File: config.mk
export PLATFORM = sky130hd
export DESIGN_NAME = vga_draw_arbiter_flat
export DESIGN_NICKNAME = d
export VERILOG_FILES = /design/src/rtl/vga_draw_arbiter_if.sv /design/src/rtl/vga_draw_arbiter.sv /design/src/flat_wrapper.sv
export SDC_FILE = /design/constraint.sdc
export NUM_CORES = 1
export LEC_CHECK = 0
export CAP_MARGIN = 20
export CORE_MARGIN = 4
export CORE_UTILIZATION = 37
export CTS_CLUSTER_SIZE = 30
export DETAILED_ROUTE_END_ITERATION = 10
export PLACE_DENSITY = 0.82
export SLEW_MARGIN = 20
export SYNTH_ARGS = -nofsm -noshare
export SYNTH_HDL_FRONTEND = slang
export SYNTH_SLANG_ARGS = --single-unit
export TNS_END_PERCENT = 10
File: constraint.sdc
create_clock -name clk -period 1.8 [get_ports clk]
set_input_delay 0.36 -clock clk [delete_from_list [all_inputs] [get_ports clk]]
set_output_delay 0.36 -clock clk [all_outputs]
set_load 0.005 [all_outputs]
File: src/rtl/vga_draw_arbiter_if.sv
// Bundle between the per-object draw engines and the VGA pixel-write arbiter.
// master = draw-engine side, slave = arbiter side.
interface vga_draw_arbiter_if #(
   parameter int N_REQ = 4
);
   logic [N_REQ-1:0]   req;
   logic [N_REQ-1:0]   req_done;
   logic [8*N_REQ-1:0] req_x;
   logic [7*N_REQ-1:0] req_y;
   logic [3*N_REQ-1:0] req_color;
   logic [N_REQ-1:0]   req_write;
   logic [N_REQ-1:0]   gnt;
   logic [7:0]         vga_x;
   logic [6:0]         vga_y;
   logic [2:0]         vga_color;
   logic               vga_write;
   logic               busy;
   logic               timeout;

   modport master (
      output req, req_done, req_x, req_y, req_color, req_write,
      input  gnt, vga_x, vga_y, vga_color, vga_write, busy, timeout
   );

   modport slave (
      input  req, req_done, req_x, req_y, req_color, req_write,
      output gnt, vga_x, vga_y, vga_color, vga_write, busy, timeout
   );
endinterface

File: src/rtl/vga_draw_arbiter.sv
// Round-robin owner of the single VGA adapter pixel-write port, one engine per burst.
// Optional grant watchdog is built in when ARB_TIMEOUT_EN is defined.
//
// state   | meaning
// IDLE    | no grant; pick next requester round-robin from last_ptr+1
// GRANT   | forward granted requester's pixel stream, 1-cycle latency
// RELEASE | one-cycle settle gap, gnt = 0, vga_write = 0
module vga_draw_arbiter #(
   parameter int N_REQ    = 4,
   parameter int MAX_HOLD = 64
) (
   input  logic              clk,
   input  logic              reset,
   vga_draw_arbiter_if.slave bus
);
   localparam int PTR_W = (N_REQ > 1) ? $clog2(N_REQ) : 1;

   typedef enum logic [1:0] {IDLE = 2'd0, GRANT = 2'd1, RELEASE = 2'd2} state_t;

   state_t           state_q;
   logic [N_REQ-1:0] gnt_q;
   logic [PTR_W-1:0] last_ptr_q;
   logic [7:0]       vga_x_q;
   logic [6:0]       vga_y_q;
   logic [2:0]       vga_color_q;
   logic             vga_write_q;
   logic             busy_q;

   logic [7:0] fx [N_REQ];
   logic [6:0] fy [N_REQ];
   logic [2:0] fc [N_REQ];

   for (genvar i = 0; i < N_REQ; i++) begin : g_unpack
      assign fx[i] = bus.req_x[8*i +: 8];
      assign fy[i] = bus.req_y[7*i +: 7];
      assign fc[i] = bus.req_color[3*i +: 3];
   end

   // Walk offsets downward so the nearest requester after last_ptr wins.
   logic [PTR_W-1:0] sel_d;
   logic [PTR_W-1:0] rr_idx;
   logic             req_any;

   always_comb begin
      sel_d   = last_ptr_q;
      rr_idx  = '0;
      req_any = 1'b0;
      for (int off = N_REQ; off >= 1; off--) begin
         rr_idx = PTR_W'((int'(last_ptr_q) + off) % N_REQ);
         if (bus.req[rr_idx]) begin
            sel_d   = rr_idx;
            req_any = 1'b1;
         end
      end
   end

   logic g_req;
   logic g_done;
   logic g_write;

   assign g_req   = bus.req[last_ptr_q];
   assign g_done  = bus.req_done[last_ptr_q];
   assign g_write = bus.req_write[last_ptr_q];

`ifdef ARB_TIMEOUT_EN
   localparam logic [7:0] HOLD_LAST = 8'(MAX_HOLD - 1);
   logic [7:0] hold_q;
   logic       timeout_q;
   assign bus.timeout = timeout_q;
`else
   localparam int UNUSED_MAX_HOLD = MAX_HOLD;
   assign bus.timeout = 1'b0;
`endif

   always_ff @(posedge clk or posedge reset) begin
      if (reset) begin
         state_q     <= IDLE;
         gnt_q       <= '0;
         last_ptr_q  <= PTR_W'(N_REQ - 1);
         vga_x_q     <= '0;
         vga_y_q     <= '0;
         vga_color_q <= '0;
         vga_write_q <= 1'b0;
         busy_q      <= 1'b0;
`ifdef ARB_TIMEOUT_EN
         hold_q      <= '0;
         timeout_q   <= 1'b0;
`endif
      end else begin
         vga_write_q <= 1'b0;
`ifdef ARB_TIMEOUT_EN
         timeout_q   <= 1'b0;
`endif
         unique case (state_q)
            IDLE: begin
               if (req_any) begin
                  state_q    <= GRANT;
                  gnt_q      <= N_REQ'(1) << sel_d;
                  last_ptr_q <= sel_d;
                  busy_q     <= 1'b1;
`ifdef ARB_TIMEOUT_EN
                  hold_q     <= '0;
`endif
               end
            end
            GRANT: begin
               vga_x_q     <= fx[last_ptr_q];
               vga_y_q     <= fy[last_ptr_q];
               vga_color_q <= fc[last_ptr_q];
               vga_write_q <= g_write;
               if (g_done || !g_req) begin
                  state_q <= RELEASE;
                  gnt_q   <= '0;
               end
`ifdef ARB_TIMEOUT_EN
               else if (hold_q == HOLD_LAST) begin
                  state_q   <= RELEASE;
                  gnt_q     <= '0;
                  timeout_q <= 1'b1;
               end else begin
                  hold_q <= hold_q + 8'd1;
               end
`endif
            end
            RELEASE: begin
               state_q <= IDLE;
               busy_q  <= 1'b0;
            end
            default: begin
               state_q <= IDLE;
               gnt_q   <= '0;
               busy_q  <= 1'b0;
            end
         endcase
      end
   end

   assign bus.gnt       = gnt_q;
   assign bus.vga_x     = vga_x_q;
   assign bus.vga_y     = vga_y_q;
   assign bus.vga_color = vga_color_q;
   assign bus.vga_write = vga_write_q;
   assign bus.busy      = busy_q;
endmodule

File: src/flat_wrapper.sv
// flat-port wrapper written by rule: the top's interface ports become plain ports
module vga_draw_arbiter_flat 
#(
   parameter int N_REQ    = 4,
   parameter int MAX_HOLD = 64
)
  (clk, reset, bus_req, bus_req_done, bus_req_x, bus_req_y, bus_req_color, bus_req_write, bus_gnt, bus_vga_x, bus_vga_y, bus_vga_color, bus_vga_write, bus_busy, bus_timeout);
  vga_draw_arbiter_if #(.N_REQ(N_REQ)) bus_i ();
  input  logic clk;
  input  logic reset;
  input wire logic [$bits(bus_i.req)-1:0] bus_req;
  input wire logic [$bits(bus_i.req_done)-1:0] bus_req_done;
  input wire logic [$bits(bus_i.req_x)-1:0] bus_req_x;
  input wire logic [$bits(bus_i.req_y)-1:0] bus_req_y;
  input wire logic [$bits(bus_i.req_color)-1:0] bus_req_color;
  input wire logic [$bits(bus_i.req_write)-1:0] bus_req_write;
  output wire logic [$bits(bus_i.gnt)-1:0] bus_gnt;
  output wire logic [$bits(bus_i.vga_x)-1:0] bus_vga_x;
  output wire logic [$bits(bus_i.vga_y)-1:0] bus_vga_y;
  output wire logic [$bits(bus_i.vga_color)-1:0] bus_vga_color;
  output wire logic [$bits(bus_i.vga_write)-1:0] bus_vga_write;
  output wire logic [$bits(bus_i.busy)-1:0] bus_busy;
  output wire logic [$bits(bus_i.timeout)-1:0] bus_timeout;
  assign bus_i.req = bus_req;
  assign bus_i.req_done = bus_req_done;
  assign bus_i.req_x = bus_req_x;
  assign bus_i.req_y = bus_req_y;
  assign bus_i.req_color = bus_req_color;
  assign bus_i.req_write = bus_req_write;
  assign bus_gnt = bus_i.gnt;
  assign bus_vga_x = bus_i.vga_x;
  assign bus_vga_y = bus_i.vga_y;
  assign bus_vga_color = bus_i.vga_color;
  assign bus_vga_write = bus_i.vga_write;
  assign bus_busy = bus_i.busy;
  assign bus_timeout = bus_i.timeout;
  vga_draw_arbiter #(.N_REQ(N_REQ), .MAX_HOLD(MAX_HOLD)) u_core (.clk(clk), .reset(reset), .bus(bus_i));
endmodule
* After elaboration in Yosys (flattened, before gate mapping)
Cells that the tools add are included.
** Word-level totals
- Latch bits :: 0
- ROM bits :: 0
- Bits in writable memories :: 0
- Logic and storage cells :: 73
- Memories :: 0
- Register bits :: 28
** Operators by class
- Div/mod/pow operators :: 0
- Eq/ne operators :: 4
- Reduce and logical (&&, ||, !) cells :: 7
- Multipliers :: 0
- Shifts and indexed selects :: 1
- Mux-type cells :: 40
- Magnitude comparators :: 6
- Bitwise logic cells :: 3
- $add $sub $neg :: 4
** Operator list (number)
- 8-bit binary-select mux with 2-bit select :: 1
- 8-bit 2-to-1 mux :: 2
- 2-bit by 3-bit less-than comparator with 1-bit output, second input constant :: 5
- 1-bit binary-select mux with 2-bit select :: 7
- 7-bit binary-select mux with 2-bit select :: 1
- 7-bit 2-to-1 mux :: 2
- 1-bit 2-to-1 mux :: 13
- 2-bit 2-to-1 mux :: 6
- 4-bit case mux with 3 select lines :: 1
- 4-bit 2-to-1 mux :: 2
- 3-bit binary-select mux with 2-bit select :: 1
- 3-bit 2-to-1 mux :: 2
- 2-bit AND reduction :: 3
- 2-bit by 1-bit adder with 2-bit output, second input constant :: 2
- 2-bit adder, second input constant :: 2
- 2-bit by 1-bit inequality test with 1-bit output, second input constant :: 2
- 2-bit case mux with 2 select lines :: 1
- 1-bit by 2-bit left shift with 4-bit output, first input constant :: 1
- 3-bit greater-or-equal comparator, second input constant :: 1
- 2-bit NOT with 3-bit output :: 1
- 3-bit AND reduction :: 1
- 2-bit by 1-bit == test with 1-bit output, second input constant :: 1
- 2-bit == test, second input constant :: 1
- 2-bit zero test :: 1
- other kinds (4) :: 5

* Depth between registers and ports, before layout
- Depth in word-level cells :: 10
- Mapped depth :: 5
- Mapped depth without buffers :: 4

* Worst setup path after synthesis
No wires, ideal clock.
- Path type :: register to register
- Start point :: register u_core.last_ptr_q[0]
- End point :: register u_core.vga_x_q[1] (netlist: u_core.bus.vga_x[1])
- Data arrival time :: 1445 ps
- Stages on the path, launching flop included :: 6
- Path buffers :: 2
- Data required time :: 1683 ps
- Clock period less this slack :: 1562 ps
- Slack :: 238 ps
- Cells stage by stage :: dfstp_2 buf_6 buf_4 mux4_2 nand2_1 nand2_1
** On the way
- Word-level cells in the longest chain between the ends :: 4
** Ends and longest elaborated chain
- from (decl) :: RTL line vga_draw_arbiter.sv:22 : logic [PTR_W-1:0] last_ptr_q;
- from (signal assigned) :: RTL line vga_draw_arbiter.sv:79 : last_ptr_q <= PTR_W'(N_REQ - 1);
- from (signal assigned) :: RTL line vga_draw_arbiter.sv:99 : last_ptr_q <= sel_d;
- 2-bit NOT with 3-bit output (implied by the code) :: RTL line vga_draw_arbiter.sv:107 : vga_x_q <= fx[last_ptr_q];
- 8-bit binary-select mux with 2-bit select :: RTL line vga_draw_arbiter.sv:107
- 8-bit 2-to-1 mux (implied by the code) (2 in a row) :: RTL line vga_draw_arbiter.sv:107
- to (signal assigned) :: RTL line vga_draw_arbiter.sv:107
- to (decl) :: RTL line vga_draw_arbiter.sv:23 : logic [7:0] vga_x_q;
Every way passes these cells. The select of a mux whose other input is x is not followed.
A chain may end at the register's enable or synchronous reset.

* Final worst setup path
- Start point :: register u_core.last_ptr_q[1]
- End point :: register u_core.gnt_q[0] (netlist: u_core.bus.gnt[0])
** On the way
- Word-level cells in the longest chain between the ends :: 10
- Elaborated cells between the ends (all ways) :: 32
** Ends and longest elaborated chain
- 2-bit by 1-bit adder with 2-bit output :: RTL line vga_draw_arbiter.sv:49 : rr_idx = PTR_W'((int'(last_ptr_q) + off) % N_REQ);
- 1-bit binary-select mux with 2-bit select :: RTL line vga_draw_arbiter.sv:50 : if (bus.req[rr_idx]) begin
- 1-bit 2-to-1 mux (implied by the code) :: RTL line vga_draw_arbiter.sv:50
- 2-bit 2-to-1 mux (4 in a row) :: RTL line vga_draw_arbiter.sv:50
- 1-bit by 2-bit left shift with 4-bit output :: RTL line vga_draw_arbiter.sv:98 : gnt_q <= N_REQ'(1) << sel_d;
- 4-bit 2-to-1 mux :: RTL line vga_draw_arbiter.sv:96 : if (req_any) begin
- 4-bit case mux with 3 select lines :: RTL line vga_draw_arbiter.sv:94 : unique case (state_q)
- to (signal assigned) :: RTL line vga_draw_arbiter.sv:98
- to (decl) :: RTL line vga_draw_arbiter.sv:21 : logic [N_REQ-1:0] gnt_q;
Parallel ways exist; a longest one is shown, timed or not. The select of a mux whose other input is x is not followed.

==> run summary <==
Commonest cells after routing, fill and taps aside -> clkdlybuf4s50_1, nand2_1, dfrtp_1
Setup bufs post-CTS -> 0
I/O pin total -> 111
Top sig layer -> met4
Mapped Nets -> 240
Initial Util -> 38.96%
Hold slack -> 0.4507 ns
Reg2reg setup slack -> 0.16 ns
Distinct cells, synth -> 33
Yosys top cell by area -> dfrtp_1
Largest cells by area after synthesis -> dfrtp_1, mux4_2, nand2_1
Critical path arrival -> 1.80 ns
Clock power frac -> 9.5%
Vias -> 1618
Routed wire length -> 5010 um
Iter 0 DRT Violations -> 42
Ys flop type -> dfrtp_1
Outcome -> completed
CTS tree -> built
Nets -> 353
Avg Inst Size Synth -> 11.24 sq um
Clock Sinks -> 28
Top cell type's share of synthesized area -> 37.57%
Routed vias/inst -> 5.088
H-tree depth -> 1
Antenna Cells -> 0
Yosys warning total -> 0
Mapped cell area -> 1732 sq um
Power Internal -> 2.569 mW
# hold bufs at CTS -> 0
Min-delay worst type -> in -> async
Post-DP Area -> 2908 sq um
Kind of critical path -> reg -> reg
Vias in the first global route -> 1809
P_leak -> 1.252 nW
DRT met1 WL -> 1884 um
Placer congestion estimate -> 0.7776
Core Region -> 4444 sq um
Commonest non-fill, non-tap cell in the layout -> clkdlybuf4s50_1
First-pass GRT wire length -> 8514 um
Setup TNS -> 0 ns
P_sw -> 1.398 mW
Req. time, crit path -> 1.96 ns
Critical path fanouts, max -> 9
EDFF count, synth -> 0
R2R cell count -> 4
Root buf cell -> clkbuf_8
Final setup fails -> 0
Largest net degree at the start of global routing -> 29
Routed length on met2 -> 2723 um
Cts repair resizes -> 0
Initial antenna violation count -> 0
R2r startpoint -> u_core.last_ptr_q[1]$_DFFE_PP1P_
Max_cap viols -> 0
Row count -> 24
Cells after Synth -> 154
RSZ-0062 raised after global routing -> no
Die Wd -> 76.41 um
Clk_lat worst skew -> 0.27 ns
Drt wl/cell -> 15.75 um
Worst setup path endpoint -> u_core.bus.gnt[0]$_DFFE_PP0P_
Final Hold Fails -> 0
Pwr dens -> 1339 nW/um^2
Sw Ratio -> 35.24%
Reg clk slew, reported paths -> 0.09 ns
WL met3 -> 332 um
Die area -> 5838 sq um
Power Total -> 3.967 mW
F_max -> 609.8 MHz
Sequential element share of the synthesized area -> 40.61%
Critical Path Start -> u_core.last_ptr_q[1]$_DFFE_PP1P_
Ys async rst share -> 100.0%
Crit. End Element -> register
Layout cells sized above 1 -> 16.54%
Port-buffer cells -> 109
Clk_skew -> 0.003315 ns
Tmin final -> 1.640 ns
Post-route cell area -> 2963 sq um
DRC -> 0
Global route overflow -> 0
Gate power share -> 61.1%
Hpwl dp -> 4198 um
Die Span Y -> 76.41 um
Pre-antenna DRT Iters -> 4
#FFs+latches synth -> 28
RR Endpoint -> u_core.bus.gnt[0]$_DFFE_PP0P_
Final critical-path share of the clock period -> 91.10%
Total GRT Usage -> 17.90%
Post-DRT Antenna Nets -> 0
Critical path startpoint category -> register
CTS buffer count -> 3
Clock tree buffer depth -> 2
Pins Over Slew Limit -> 0
Area delta synth->final -> 71.10%
Reg power frac -> 29.4%
Maximum vdd drop -> 0.6172 mV
==> flip-flops by register name, indices dropped and copies added (netlist names) <==
name and flops:
u_core.bus.vga_y 7, u_core.bus.gnt 4, u_core.state_q 2, u_core.bus.vga_color 3, u_core.bus.vga_write 1, u_core.bus.vga_x 8
u_core.bus.busy 1, u_core.last_ptr_q 2
==> routing by layer <==
metal	GRT usage, %	up-vias
met5	0	-
met4	6.159	0
met3	4.019	6
met2	33.66	63
met1	19.62	784
li1	-	765
==> kinds of logic after synthesis <==
group / share of synthesized area, %
AND/OR/NAND/NOR: 22.62
flip-flops: 40.61
multiplexers: 25.29
buffers and inverters: 4.552
AO/OA/AOI/OAI: 6.720
other: 0.2166
==> area by class of cell <==
type / count / area (sq um)
timing repair buffer: 119 / 1179
multi-input combinational: 112 / 949.7
fill: 381 / 1481
sequential: 28 / 703.2
inverter: 3 / 11.26
tap: 52 / 65.06
clock buffer: 4 / 55.05
==> critical path, stage by stage, from the launching register on <==
cell	delay, ns
dfstp_2	0.63
and4bb_4	0.23
nor4_4	0.30
o22ai_2	0.15
a32o_1	0.22
==> power groups by stage <==
stage | combinational (mW) | sequential (mW) | clock, mW
final | 2.42 | 1.17 | 0.378
after global routing | 2.65 | 1.21 | 0.420
after CTS | 2.48 | 1.17 | 0.388
after detailed placement | 2.47 | 1.19 | 0
after global placement | 2.41 | 1.17 | 0
after floorplan | 1.41 | 1.14 | 0
==> stage by stage <==
stage,utilization [%],setup slack [ns],std cells
3_3_place_gp,65.43,-0.05888,314
2_1_floorplan,-,0.2379,154
4_1_cts,66.67,0.1414,318
3_5_place_dp,65.43,-0.1230,314
5_1_grt,66.67,0.06333,318
6_report,66.67,0.1601,318
==> cells in the mapped netlist, drive strengths merged, types with 2 or more instances <==
cell type,count
nand2b,2
and2,2
inv,3
a21oi,3
mux4,19
a32o,2
clkbuf,2
o21ai,2
nor2b,2
dfrtp,26
and4bb,2
nand2,58
dfstp,2
nor2,4
o2bb2ai,2
buf,9
==> worst min-delay path by stage <==
stage                                               start                              end  slack, ns  depth (start not counted)
after floorplan                                     reset      u_core.bus.busy$_DFFE_PP0P_       0.42                          1
after global routing      u_core.bus.vga_x[0]$_DFFE_PP0N_  u_core.bus.vga_x[0]$_DFFE_PP0N_       0.50                          2
after detailed placement  u_core.bus.vga_x[6]$_DFFE_PP0N_  u_core.bus.vga_x[6]$_DFFE_PP0N_       0.46                          2
after global placement    u_core.bus.vga_x[3]$_DFFE_PP0N_  u_core.bus.vga_x[3]$_DFFE_PP0N_       0.46                          2
after CTS                                           reset  u_core.bus.vga_x[2]$_DFFE_PP0N_       0.47                          3
final                                               reset  u_core.bus.vga_x[2]$_DFFE_PP0N_       0.45                          3
Note: power is estimated with default switching activity, not from simulation.
